**src/rtl/an_decode_sched.sv**
```systemverilog
// Round-robin front end sharing one iterative AN-code (A=37) single-error-correcting
// decoder: bit-serial residue, +/-2^k syndrome search, correction, restoring divide.
module an_decode_sched #(
  parameter int unsigned NREQ = 4,
  parameter int unsigned W    = 18,
  parameter int unsigned NW   = 12,
  parameter int unsigned A    = 37
) (
  input  logic                     clk,
  input  logic                     rst,
  input  logic [NREQ-1:0]          req_valid,
  input  logic [NREQ*W-1:0]        req_data,
  output logic [NREQ-1:0]          req_ready,
  output logic                     out_valid,
  input  logic                     out_ready,
  output logic [NW-1:0]            out_n,
  output logic [$clog2(NREQ)-1:0]  out_id,
  output logic                     out_corrected,
  output logic                     out_err
);

  localparam int unsigned IDW = $clog2(NREQ);
  localparam int unsigned RW  = $clog2(A);     // residues are < A
  localparam int unsigned DW  = RW + 1;        // residue shifted by one bit
  localparam int unsigned CW  = $clog2(W + 1);
  localparam int unsigned KW  = $clog2(W);
  localparam int unsigned EW  = W + 2;         // correction with sign and overflow bits
  localparam logic [RW-1:0] A_R = RW'(A);
  localparam logic [DW-1:0] A_D = DW'(A);

  typedef enum logic [2:0] {
    S_IDLE, S_RESID, S_SEARCH, S_CORR, S_DIV, S_DONE
  } state_e;

  state_e          state_q, state_d;
  logic [IDW-1:0]  rr_ptr_q, rr_ptr_d;
  logic [IDW-1:0]  id_q, id_d;
  logic [W-1:0]    word_q, word_d;
  logic [RW-1:0]   r_q, r_d;
  logic [RW-1:0]   p_q, p_d;
  logic [KW-1:0]   k_q, k_d;
  logic            sub_q, sub_d;
  logic            fix_q, fix_d;
  logic [CW-1:0]   cnt_q, cnt_d;
  logic [RW-1:0]   rem_q, rem_d;
  logic            err_q, err_d;
  logic            out_valid_q, out_valid_d;
  logic [NW-1:0]   out_n_q, out_n_d;
  logic [IDW-1:0]  out_id_q, out_id_d;
  logic            out_corr_q, out_corr_d;
  logic            out_err_q, out_err_d;

  logic            gnt_found;
  logic [IDW-1:0]  gnt_idx;
  logic [IDW-1:0]  cand;

  // Shared modular step: (2x + bit) mod A, one conditional subtract suffices.
  logic [DW-1:0] r_ext, d_ext, p_ext;
  logic [RW-1:0] r_step, d_step, p_step;
  logic          d_ge;
  logic [W-1:0]  quot;
  logic [EW-1:0] ext, delta, corr_res;

  assign r_ext  = {r_q, word_q[W-1]};
  assign r_step = (r_ext >= A_D) ? RW'(r_ext - A_D) : RW'(r_ext);
  assign d_ext  = {rem_q, word_q[W-1]};
  assign d_ge   = (d_ext >= A_D);
  assign d_step = d_ge ? RW'(d_ext - A_D) : RW'(d_ext);
  assign p_ext  = {p_q, 1'b0};
  assign p_step = (p_ext >= A_D) ? RW'(p_ext - A_D) : RW'(p_ext);
  assign quot   = {word_q[W-2:0], d_ge};

  assign ext      = {2'b00, word_q};
  assign delta    = EW'(1) << k_q;
  assign corr_res = !fix_q ? ext : (sub_q ? ext - delta : ext + delta);

  // First valid requester at or after rr_ptr, wrapping.
  always_comb begin : p_grant
    gnt_found = 1'b0;
    gnt_idx   = '0;
    cand      = '0;
    for (int unsigned i = 0; i < NREQ; i++) begin
      cand = IDW'((32'(rr_ptr_q) + i) % NREQ);
      if (!gnt_found && req_valid[cand]) begin
        gnt_found = 1'b1;
        gnt_idx   = cand;
      end
    end
  end

  always_comb begin : p_next
    state_d     = state_q;
    rr_ptr_d    = rr_ptr_q;
    id_d        = id_q;
    word_d      = word_q;
    r_d         = r_q;
    p_d         = p_q;
    k_d         = k_q;
    sub_d       = sub_q;
    fix_d       = fix_q;
    cnt_d       = cnt_q;
    rem_d       = rem_q;
    err_d       = err_q;
    out_valid_d = out_valid_q;
    out_n_d     = out_n_q;
    out_id_d    = out_id_q;
    out_corr_d  = out_corr_q;
    out_err_d   = out_err_q;
    req_ready   = '0;

    case (state_q)
      S_IDLE: begin
        if (gnt_found) begin
          req_ready = rst ? '0 : (NREQ'(1) << gnt_idx);
          id_d      = gnt_idx;
          word_d    = req_data[32'(gnt_idx) * W +: W];
          rr_ptr_d  = (gnt_idx == IDW'(NREQ - 1)) ? '0 : gnt_idx + IDW'(1);
          r_d       = '0;
          p_d       = RW'(1);
          k_d       = '0;
          sub_d     = 1'b0;
          fix_d     = 1'b0;
          cnt_d     = '0;
          rem_d     = '0;
          err_d     = 1'b0;
          state_d   = S_RESID;
        end
      end

      // Rotation leaves the word intact after W steps.
      S_RESID: begin
        r_d    = r_step;
        word_d = {word_q[W-2:0], word_q[W-1]};
        cnt_d  = cnt_q + CW'(1);
        if (cnt_q == CW'(W - 1)) begin
          cnt_d   = '0;
          state_d = S_SEARCH;
        end
      end

      S_SEARCH: begin
        state_d = S_CORR;
        if (r_q == '0) begin
          fix_d = 1'b0;
        end else if (p_q == r_q) begin
          fix_d = 1'b1;
          sub_d = 1'b1;
        end else if (p_q == A_R - r_q) begin
          fix_d = 1'b1;
          sub_d = 1'b0;
        end else if (k_q == KW'(W - 1)) begin
          err_d = 1'b1;
        end else begin
          k_d     = k_q + KW'(1);
          p_d     = p_step;
          state_d = S_SEARCH;
        end
      end

      S_CORR: begin
        word_d = corr_res[W-1:0];
        if (corr_res[W+1] || corr_res[W]) err_d = 1'b1;
        rem_d   = '0;
        cnt_d   = '0;
        state_d = S_DIV;
      end

      // Quotient bits shift in where dividend bits shift out.
      S_DIV: begin
        rem_d  = d_step;
        word_d = quot;
        cnt_d  = cnt_q + CW'(1);
        if (cnt_q == CW'(W - 1)) begin
          state_d     = S_DONE;
          out_valid_d = 1'b1;
          out_err_d   = err_q | (|quot[W-1:NW]);
          out_n_d     = (err_q | (|quot[W-1:NW])) ? '0 : quot[NW-1:0];
          out_id_d    = id_q;
          out_corr_d  = (r_q != '0);
        end
      end

      S_DONE: begin
        if (out_ready) begin
          out_valid_d = 1'b0;
          state_d     = S_IDLE;
        end
      end

      default: state_d = S_IDLE;
    endcase
  end

  always_ff @(posedge clk or posedge rst) begin : p_regs
    if (rst) begin
      state_q     <= S_IDLE;
      rr_ptr_q    <= '0;
      id_q        <= '0;
      word_q      <= '0;
      r_q         <= '0;
      p_q         <= '0;
      k_q         <= '0;
      sub_q       <= 1'b0;
      fix_q       <= 1'b0;
      cnt_q       <= '0;
      rem_q       <= '0;
      err_q       <= 1'b0;
      out_valid_q <= 1'b0;
      out_n_q     <= '0;
      out_id_q    <= '0;
      out_corr_q  <= 1'b0;
      out_err_q   <= 1'b0;
    end else begin
      state_q     <= state_d;
      rr_ptr_q    <= rr_ptr_d;
      id_q        <= id_d;
      word_q      <= word_d;
      r_q         <= r_d;
      p_q         <= p_d;
      k_q         <= k_d;
      sub_q       <= sub_d;
      fix_q       <= fix_d;
      cnt_q       <= cnt_d;
      rem_q       <= rem_d;
      err_q       <= err_d;
      out_valid_q <= out_valid_d;
      out_n_q     <= out_n_d;
      out_id_q    <= out_id_d;
      out_corr_q  <= out_corr_d;
      out_err_q   <= out_err_d;
    end
  end

  assign out_valid     = out_valid_q;
  assign out_n         = out_n_q;
  assign out_id        = out_id_q;
  assign out_corrected = out_corr_q;
  assign out_err       = out_err_q;

endmodule

```
**config.mk**
```make
export PLATFORM = sky130hd
export DESIGN_NAME = an_decode_sched
export DESIGN_NICKNAME = d
export VERILOG_FILES = /design/src/rtl/an_decode_sched.sv
export SDC_FILE = /design/constraint.sdc
export NUM_CORES = 1
export LEC_CHECK = 0
export BUFFER_PORTS_ARGS = -buffer_cell sky130_fd_sc_hd__buf_2
export CAP_MARGIN = 20
export CORE_MARGIN = 1.5
export CORE_UTILIZATION = 55
export CTS_BUF_LIST = sky130_fd_sc_hd__clkbuf_2
export DETAILED_ROUTE_END_ITERATION = 8
export MAX_ROUTING_LAYER = met4
export PLACE_DENSITY_LB_ADDON = 0.05
export SYNTH_ARGS = -nofsm -noshare
export SYNTH_HDL_FRONTEND = slang
export SYNTH_SLANG_ARGS = --single-unit
```
**constraint.sdc**
```tcl
create_clock -name clk -period 6.68 [get_ports clk]
set_clock_uncertainty 0.05 [all_clocks]
set_input_delay 0.334 -clock clk [delete_from_list [all_inputs] [get_ports clk]]
set_output_delay 0.334 -clock clk [all_outputs]
set_load 0.02 [all_outputs]
```
# Word-level counts from Yosys, hierarchy flattened
# Index checks and enable logic that the tools add are counted.
# classes
add_sub_neg,12
n_mul,1
n_lt_le_gt_ge,7
eq_ne,23
n_shift,3
muxes,72
n_bitwise,1
reduce_logical,29
# ops
operator,n
$pmux 18 s4,1
$shiftx 72x8->18,1
$mux 6,9
$mux 20,2
$mux 5,6
$mux 1,26
$pmux 6 s2,2
$ne 2x2->1 const B,11
$ge 7x6->1 const B,3
$add 18x20->20,1
$pmux 5 s4,1
$shl 1x5->20 const A,1
$sub 18x20->20,1
$mux 18,1
$pmux 3 s6,1
$pmux 6 s3,1
$sub 6x6->6 const B,3
$eq 6x6->1,2
$lt 2x3->1 const B,4
$mux 12,1
$mux 3,4
$mux 4,3
$add 5x1->5 const B,2
$eq 5x5->1 const B,2
32 further kinds,59
# word_totals
reg_bits,73
output_inout_bits,21
word_cells,165

# Depth between registers and ports, before layout
# Gate-level depths: netlist of run 1.
# depth
ltp_word,16
mapped_depth,21
ltp_nobuf,19

# Worst setup path before layout of run 1
# No wires, ideal clock.
# synth_timing
path_kind,register to register
startpoint,reg k_q[2]
endpoint,reg err_q
arrival_time_ns,3.736
required_time_ns,6.464
setup_slack_ns,2.728
path_stages_with_launch,18
path_cell_list,dfrtp_1 > clkbuf_1 > clkbuf_1 > nor3_1 > nand2_1 > ha_1 > nor2_1 > o21ai_0 > a21boi_0 > ha_1 > a21o_1 > a221oi_1 > nor4b_1 > o21ai_0 > a21oi_1 > or4_1 > a31oi_1 > a311oi_1
# synth_between
elab_chain_cells,7
# synth_lines
item,line,rtl
start: declaration,41,"logic [KW-1:0] k_q, k_d;"
start signal: assignment,220,k_q <= k_d;
$shl 1x5->20,74,assign delta = EW'(1) << k_q;
$add 18x20->20 or $sub 18x20->20 (tied branches),75,assign corr_res = !fix_q ? ext : (sub_q ? ext - delta : ext + delta);
$mux 20 (2 in a row),75,
$logic_or 1x1->1,162,if (corr_res[W+1] || corr_res[W]) err_d = 1'b1;
$ne 2x2->1 (no source line),n/a,
$reduce_and 7->1 (no source line) (*),n/a,
end signal: assignment,225,err_q <= err_d;
end: declaration,46,"logic err_q, err_d;"
# Every way passes the cells marked *; elsewhere a longest branch is shown, timed or not. The select of a mux whose other input is x is not followed.
# A chain may end at the register's enable or synchronous reset.

# Worst setup path in the final report of run 1
# layout_timing
startpoint,reg k_q[0]
endpoint,reg err_q
# The elaborated chain is that of the path after synthesis.

==> results of run 1 <==
registers in the layout, summed over array words and instances, names as in the netlist:
register and cells:
out_corrected 1, out_n 12, out_err 1, p_q 6, rem_q 6, sub_q 1, r_q 6, state_q 3
out_id 2, cnt_q 5, rr_ptr_q 2, word_q 18, out_valid 1, fix_q 1, err_q 1, id_q 2
k_q 5
power by group through the flow:
| stage | clock network [mW] | registers (mW) | logic [mW] |
|---|---|---|---|
| after floorplan | 0 | 0.631 | 0.813 |
| after global placement | 0 | 0.689 | 1.00 |
| after detailed placement | 0 | 0.694 | 1.03 |
| after CTS | 0.295 | 0.686 | 1.03 |
| after global routing | 0.312 | 0.706 | 1.16 |
| final | 0.293 | 0.689 | 1.04 |
per-stage QoR:
step,instances,cell area [µm²],setup slack [ns],hold slack [ns],utilization [%]
global route,976,6790,1.61,0.201,62.7
detailed placement,958,6650,2.06,0.421,61.3
global placement,958,6650,2.21,0.412,61.3
CTS,976,6790,2.02,0.175,62.7
finish,976,6790,1.88,0.167,62.7
floorplan,762,6110,2.73,0.396,-
cells in the final DEF (no fill, tap or decap), drive strengths merged, types with 9 or more instances in the layout:
master  netlist  final
and2         19     19
a211oi       26     26
a31oi        17     17
nor3         24     24
clkbuf       38      9
a21oi        47     47
a22o         16     16
xnor2        24     24
nand2       106    106
and3         10     10
ha           37     37
nand3        19     19
dfrtp        73     73
o21ai        65     65
inv          23     28
xor2         18     18
mux2i        16     16
buf          12    106
nor2         54     54
path summary, 6_finish.rpt:
check                                               start                        end  slack (ns)  cells after the start
worst min register to register  out_corrected$_DFFE_PP0P_  out_corrected$_DFFE_PP0P_        0.47                      2
min in group asynchronous                             rst     state_q[1]$_DFFE_PP0P_        0.40                      4
worst min-delay path                         req_data[18]      word_q[0]$_DFFE_PP0P_        0.17                      5
worst max register to register         k_q[0]$_DFFE_PP0P_          err_q$_DFFE_PP0P_        1.88                     17
max in group asynchronous                             rst     word_q[17]$_DFFE_PP0P_        5.28                      5
worst max-delay path                   k_q[0]$_DFFE_PP0P_          err_q$_DFFE_PP0P_        1.88                     17
area by class of cell:
type                    count  area [µm²]  area share (%)
multi-input cells         616        4010            59.0
clock buffers               9        45.0           0.663
flip-flops and latches     73        1830            26.9
repair buffers            108         568            8.36
clock inverters             7        83.8            1.23
inverters                  23        86.3            1.27
well taps                 140         175            2.58
cell families (layout without fill, tap and decap cells):
| logic type | after synthesis | in the layout | share of synthesized area (%) |
|---|---|---|---|
| and+or+nand+nor | 276 | 276 | 21.9 |
| AOI/OAI and AO/OA | 241 | 241 | 26.3 |
| DFF | 73 | 73 | 29.9 |
| buffers and inverters | 73 | 147 | 4.81 |
| xor gates and xnor gates | 42 | 42 | 6.02 |
| adders and majority gates | 38 | 38 | 7.91 |
| muxes | 19 | 19 | 3.17 |
metal layers:
metal | routed length [µm] | share of wire, % | global-route usage [%]
met5 | 0 | 0 | -
met4 | 325 | 1.9 | 9.96
met3 | 1430 | 8.5 | 4.94
met2 | 7300 | 43 | 44.9
met1 | 7820 | 46 | 42.5
cell usage after synthesis, types with 4 or more instances:
library cell  count  area share [%]
mux2i_1          16             2.6
inv_1            23             1.4
or4_1             4            0.49
a31oi_1          17             1.7
a211oi_1         24             2.9
a21oi_1          46             3.8
clkbuf_1         38             2.3
and3_1           10             1.0
and2_1           18             1.8
o22ai_1           5            0.51
o31ai_1           4            0.49
a22o_1           16             2.3
a22oi_1           4            0.49
nand3_1          19             1.6
nand4_1           6            0.61
a221oi_1          7             1.0
nand2_1         106             6.5
nor3_1           22             1.8
a21o_1            8            0.98
nand2b_1          8            0.82
xor2_1           18             2.6
o21ai_0          62             5.1
ha_1             37             7.6
nor2b_1           6            0.61
o21a_1            7            0.86
xnor2_1          24             3.4
a222oi_1          8             1.3
or3_1             4            0.41
buf_2             7            0.57
nor2_1           54             3.3
dfrtp_1          73              30
worst max-delay path, cell delays in order (launching register included):
cell and delay [ns]:
dfrtp_1 0.50, inv_1 0.13, ha_1 0.49, nor4b_4 0.36, inv_1 0.10, ha_1 0.24, nor2_1 0.17, o21ai_0 0.12
a21boi_0 0.14, ha_1 0.36, and3_1 0.23, a221oi_1 0.57, nor4b_1 0.18, o21ai_0 0.25, a21oi_1 0.11, or4_1 0.41
a31oi_1 0.19, a311oi_1 0.12
==> results.sh, run 1 <==
export IMPL_status="complete, no violations"
export IMPL_critPathKind="reg2reg"
export IMPL_coreArea_um2=10800
export IMPL_relSlewSlack_pct=22.8
export IMPL_period_needed_ns=4.80
export IMPL_cts_sinks=73
export IMPL_yosys_warnings=0
export IMPL_required_ns=7.16
export IMPL_drt_total_wl_um=16900
export IMPL_tightest_slew_ns=1.15
export IMPL_netlist_instances=762
export IMPL_crit_arrival_ns=5.27
export IMPL_cts_setup_buffers=0
export IMPL_syn_avg_cell_area_um2=8.02
export IMPL_die_width_um=108
export IMPL_synth_flop_cell="dfrtp_1"
export IMPL_drt_iter0_markers=454
export IMPL_hold_path_class="in2reg"
export IMPL_initial_core_util_pct=56.3
export IMPL_via_count=5977
export IMPL_ys_ff_latch=73
export IMPL_drc_errors=0
export IMPL_dieArea_um2=11700
export IMPL_power_density_nw_per_um2=298
export IMPL_synth_nets=879
export IMPL_drv_slew=0
export IMPL_n_fill_cell=984
export IMPL_ys_seq_area_share_pct=29.9
export IMPL_cellInternalPower_mw=1.04
export IMPL_synth_cell_type_count=69
export IMPL_clkTransAtPathRegs_ns=0.27
export IMPL_post_route_cells_drive_above_1_share_pct=17.2
export IMPL_power_leakage_nw=3.24
export IMPL_vdd_drop_max_v=0.000178
export IMPL_finalSetupTns_ns=0
export IMPL_clk_latency_ns=0.61
export IMPL_drtPass1Iterations=8
export IMPL_fp_dieH_um=108
export IMPL_synth_area_um2=6110
export IMPL_power_switching_mw=0.981
export IMPL_io_buffers=99
export IMPL_fin_total_pwr_mw=2.02
export IMPL_grt_usage_pct=30.4
export IMPL_clock_path_buffers=2
export IMPL_viasPerCell=6.12
export IMPL_io_pins=100
export IMPL_end_kind="register"
export IMPL_dp_hpwl_um=12700
export IMPL_start_kind="register"
export IMPL_cts_tree="yes"
export IMPL_numCtsBuffers=9
export IMPL_rsz0062_at_grt="false"
export IMPL_row_count=38
export IMPL_postCtsResizedCells=0
export IMPL_p_comb_share_pct=51.4
export IMPL_grt_pass1_wl_um=27200
export IMPL_htreeDepth=3
export IMPL_synth_edf_count=0
export IMPL_layout_nets=948
export IMPL_syn_to_final_growth_pct=11.2
export IMPL_wire_per_inst_um=17.3
export IMPL_period_share_pct=71.8
export IMPL_cp_max_fo=14
export IMPL_p_clk_share_pct=14.5
export IMPL_async_flop_share_pct=100
export IMPL_place_congestion=0.934
export IMPL_n_antenna_cell=0
export IMPL_grt_remaining_overflow=0
export IMPL_antenna_found_initial=0
export IMPL_cap_violations=0
export IMPL_sw_frac_of_total_pct=48.5
export IMPL_antenna_left=0
export IMPL_setup_violations=0
export IMPL_fmax_mhz=208
export IMPL_grt_max_degree=41
export IMPL_final_hold_viol_count=0
export IMPL_p_seq_share_pct=34.1
export IMPL_holdBufCountCts=2
export IMPL_first_global_vias=5405
export IMPL_cts_root_buf="clkbuf_2"
(Power assumes the default switching activity.)
==> run 2: changes to the inputs <==
--- a/config.mk
+++ b/config.mk
@@ -5,6 +5,7 @@
 export SDC_FILE = /design/constraint.sdc
 export NUM_CORES = 1
 export LEC_CHECK = 0
+export ABC_AREA = 1
 export BUFFER_PORTS_ARGS = -buffer_cell sky130_fd_sc_hd__buf_2
 export CAP_MARGIN = 20
 export CORE_MARGIN = 1.5
==> constraint.sdc (replaced) <==
create_clock -name clk -period 4.7 [get_ports clk]
set_clock_uncertainty 0.05 [all_clocks]
set_input_delay 0.235 -clock clk [delete_from_list [all_inputs] [get_ports clk]]
set_output_delay 0.235 -clock clk [all_outputs]
set_load 0.02 [all_outputs]
==> results.sh, run 2 <==
export IMPL_pre_cts_ws_ns=0.835
export IMPL_grt_pass1_wl_um=30600
export IMPL_synth_mux_area_share_pct=0.152
export IMPL_largest_register="word_q"
export IMPL_whs_endpoint="word_q[12]$_DFFE_PP0P_"
export IMPL_synth_area_leaders="dfrtp_1, nand2_1, inv_1"
export IMPL_grt_max_degree=42
export IMPL_grtUsageMet2_pct=49.4
export IMPL_synth_xor_area_share_pct=5.18
export IMPL_synth_flop_cell="dfrtp_1"
export IMPL_synth_nets=1135
export IMPL_async_flop_share_pct=100
export IMPL_synthTopCellsByCount="nand2_1, inv_1, nor2_1"
export IMPL_yosysTopAreaCellShare_pct=27.8
export IMPL_period_needed_ns=4.06
export IMPL_antenna_left=0
export IMPL_synthAdderAreaFrac_pct=7.36
export IMPL_path_cells="xor2_2, nand2_1, o21ai_2, inv_2, nand2_2, nor2_4, nand2_4, nand3_1, nand2_1, inv_2, nand3_1, dlygate4sd3_1, nand3_1, dlygate4sd3_1, a21oi_1"
export IMPL_synth_edf_count=0
export IMPL_mostFrequentLayoutCells="nand2_1, inv_1, nor2_1"
export IMPL_ys_seq_area_share_pct=27.8
export IMPL_multi_input_area_um2=4050
export IMPL_die_width_um=112
export IMPL_cts_tree="yes"
export IMPL_wire_per_inst_um=14.3
export IMPL_io_pins=100
export IMPL_end_kind="register"
export IMPL_r2r_slack_ns=0.64
export IMPL_drt_total_wl_um=18100
export IMPL_vdd_drop_max_v=0.000745
export IMPL_row_count=39
export IMPL_r2r_start="rr_ptr_q[0]$_DFFE_PP0P_"
export IMPL_regArea_um2=1830
export IMPL_cts_setup_buffers=0
export IMPL_grt_usage_pct=30.8
export IMPL_synth_area_um2=6560
export IMPL_io_buffers=99
export IMPL_hold_path_class="in2reg"
export IMPL_power_leakage_nw=4.06
export IMPL_largest_register_ffs=18
export IMPL_cts_root_buf="clkbuf_2"
export IMPL_clock_path_buffers=2
export IMPL_htreeDepth=3
export IMPL_antenna_found_initial=1
export IMPL_layout_nets=1236
export IMPL_finalSetupTns_ns=0
export IMPL_syn_to_final_growth_pct=11.6
export IMPL_synth_simple_area_share_pct=32.1
export IMPL_syn_avg_cell_area_um2=6.45
export IMPL_crit_slowest_cell="nand2_1"
export IMPL_initial_core_util_pct=57.0
export IMPL_grt_remaining_overflow=0
export IMPL_synth_cell_type_count=54
export IMPL_n_fill_cell=1172
export IMPL_postCtsResizedCells=0
export IMPL_use_met1_pct=41.4
export IMPL_use_met3_pct=4.54
export IMPL_netlist_instances=1018
export IMPL_rr_endpoint="word_q[16]$_DFFE_PP0P_"
export IMPL_holdPathStages=5
export IMPL_start_kind="register"
export IMPL_dieArea_um2=12600
export IMPL_cap_violations=0
export IMPL_via_count=6854
export IMPL_reg2reg_depth=15
export IMPL_viasPerCell=5.41
export IMPL_dp_hpwl_um=14100
export IMPL_synth_top_area_cell="dfrtp_1"
export IMPL_first_global_vias=6380
export IMPL_critPathMaxStageDelay_ns=0.64
export IMPL_period_share_pct=86.3
export IMPL_drtPass1Iterations=7
export IMPL_min_from="req_data[12]"
export IMPL_layout_commonest_cell="nand2_1"
export IMPL_clkTransAtPathRegs_ns=0.23
export IMPL_top_usage_layer="met2"
export IMPL_post_route_cells_drive_above_1_share_pct=14.9
export IMPL_tightest_slew_ns=0.869
export IMPL_cts_sinks=73
export IMPL_crit_path_frequent_cell="nand3_1"
export IMPL_required_ns=5.16
export IMPL_numCtsBuffers=9
export IMPL_critPathKind="reg2reg"
export IMPL_drt_iter0_markers=501
export IMPL_fp_dieH_um=112
export IMPL_fmax_mhz=246
export IMPL_coreArea_um2=11500
export IMPL_setup_violations=0
export IMPL_synth_top_family_by_area="simple AND/OR/NAND/NOR gates"
export IMPL_drv_slew=0
export IMPL_yosysMostFrequentCell="nand2_1"
export IMPL_ys_ff_latch=73
export IMPL_cp_max_fo=23
export IMPL_yosys_warnings=0
export IMPL_final_hold_viol_count=0
export IMPL_clk_latency_ns=0.55
export IMPL_rsz0062_at_grt="false"
export IMPL_crit_arrival_ns=4.51
export IMPL_power_density_nw_per_um2=798
export IMPL_relSlewSlack_pct=41.9
export IMPL_fin_ws_ns=0.642
export IMPL_status="complete, no violations"
export IMPL_drc_errors=0
export IMPL_place_congestion=0.981
export IMPL_synth_compound_area_share_pct=17.0
==> run 2: cell types whose count changed in the layout (fill, tap and decap cells not counted), sizes merged, moves of 14 or more <==
cell    before  now
a21oi       47   71
inv         28  152
nor2        54  108
a211oi      26    6
and2        19    1
nor3        24   10
nand2      106  300
mux2i       16    1
nand3       19   58
xnor2       24    8
==> run 2: cells by family after synthesis <==
logic type | Yosys count
AOI/OAI and AO/OA | 196
adders and majority gates | 38
buffers and inverters | 171
and+or+nand+nor | 501
xor gates and xnor gates | 38
DFF | 73
muxes | 1
==> run 2: area by class of cell <==
| type | instances | share of cell area, % |
|---|---|---|
| clock buffer | 10 | 0.683 |
| timing repair buffer | 111 | 8.30 |
| antenna | 1 | 0.0342 |
| sequential | 73 | 24.9 |
| inverter | 150 | 7.69 |
| multi-input combinational | 774 | 55.3 |
| tap | 143 | 2.44 |
| clock inverter | 6 | 0.581 |
==> run 2: repair_timing <==
| action | 4_1_cts | 5_1_grt |
|---|---|---|
| endpoints found under the setup margin | 0 | 0 |
| endpoints found under the hold margin | 37 | 0 |
| hold buffers | 9 | 0 |
==> run 2: report_power, final <==
| group | switching (mW) | total [mW] | internal (mW) |
|---|---|---|---|
| clock network | 0.249 | 0.322 | 0.0735 |
| logic | 3.00 | 4.49 | 1.48 |
| registers | 0.226 | 1.04 | 0.813 |
| total | 3.48 | 5.85 | 2.37 |
==> run 2: worst max path at each step <==
stage	from	endpoint	slack [ns]	depth (start not counted)
after floorplan	k_q[0]$_DFFE_PP0P_	err_q$_DFFE_PP0P_	1.48	23
after global placement	k_q[0]$_DFFE_PP0P_	err_q$_DFFE_PP0P_	0.89	23
after detailed placement	k_q[3]$_DFFE_PP0P_	err_q$_DFFE_PP0P_	0.84	19
after CTS	rr_ptr_q[0]$_DFFE_PP0P_	word_q[16]$_DFFE_PP0P_	0.67	14
after global routing	k_q[3]$_DFFE_PP0P_	err_q$_DFFE_PP0P_	0.30	21
final	rr_ptr_q[0]$_DFFE_PP0P_	word_q[16]$_DFFE_PP0P_	0.64	15
==> run 2: layer usage <==
layer | part of all wire, % | wire length (µm)
met4 | 1.9 | 336
met1 | 48 | 8600
met2 | 45 | 8220
met5 | 0 | 0
met3 | 5.1 | 926
==> run 2: worst max-delay path: cells and delay by family (launching register included) <==
family | cells | cell delay [ns]
XOR/XNOR | 1 | 0.27
AND/OR/NAND/NOR | 8 | 1.27
buffers and inverters | 4 | 1.55
flip-flops | 1 | 0.63
AO/OA/AOI/OAI | 2 | 0.24
==> run 2: through the flow <==
stage	power [mW]	hold slack, ns	cell area (µm²)	cells	util [%]
final	5.85	0.00325	7330	1268	63.6
after global routing	6.52	0.00253	7330	1268	63.6
after CTS	5.80	0.00325	7320	1267	63.6
after detailed placement	5.41	0.298	7140	1242	62.0
after global placement	5.40	0.298	7140	1242	62.0
after floorplan	4.50	0.270	6560	1018	-
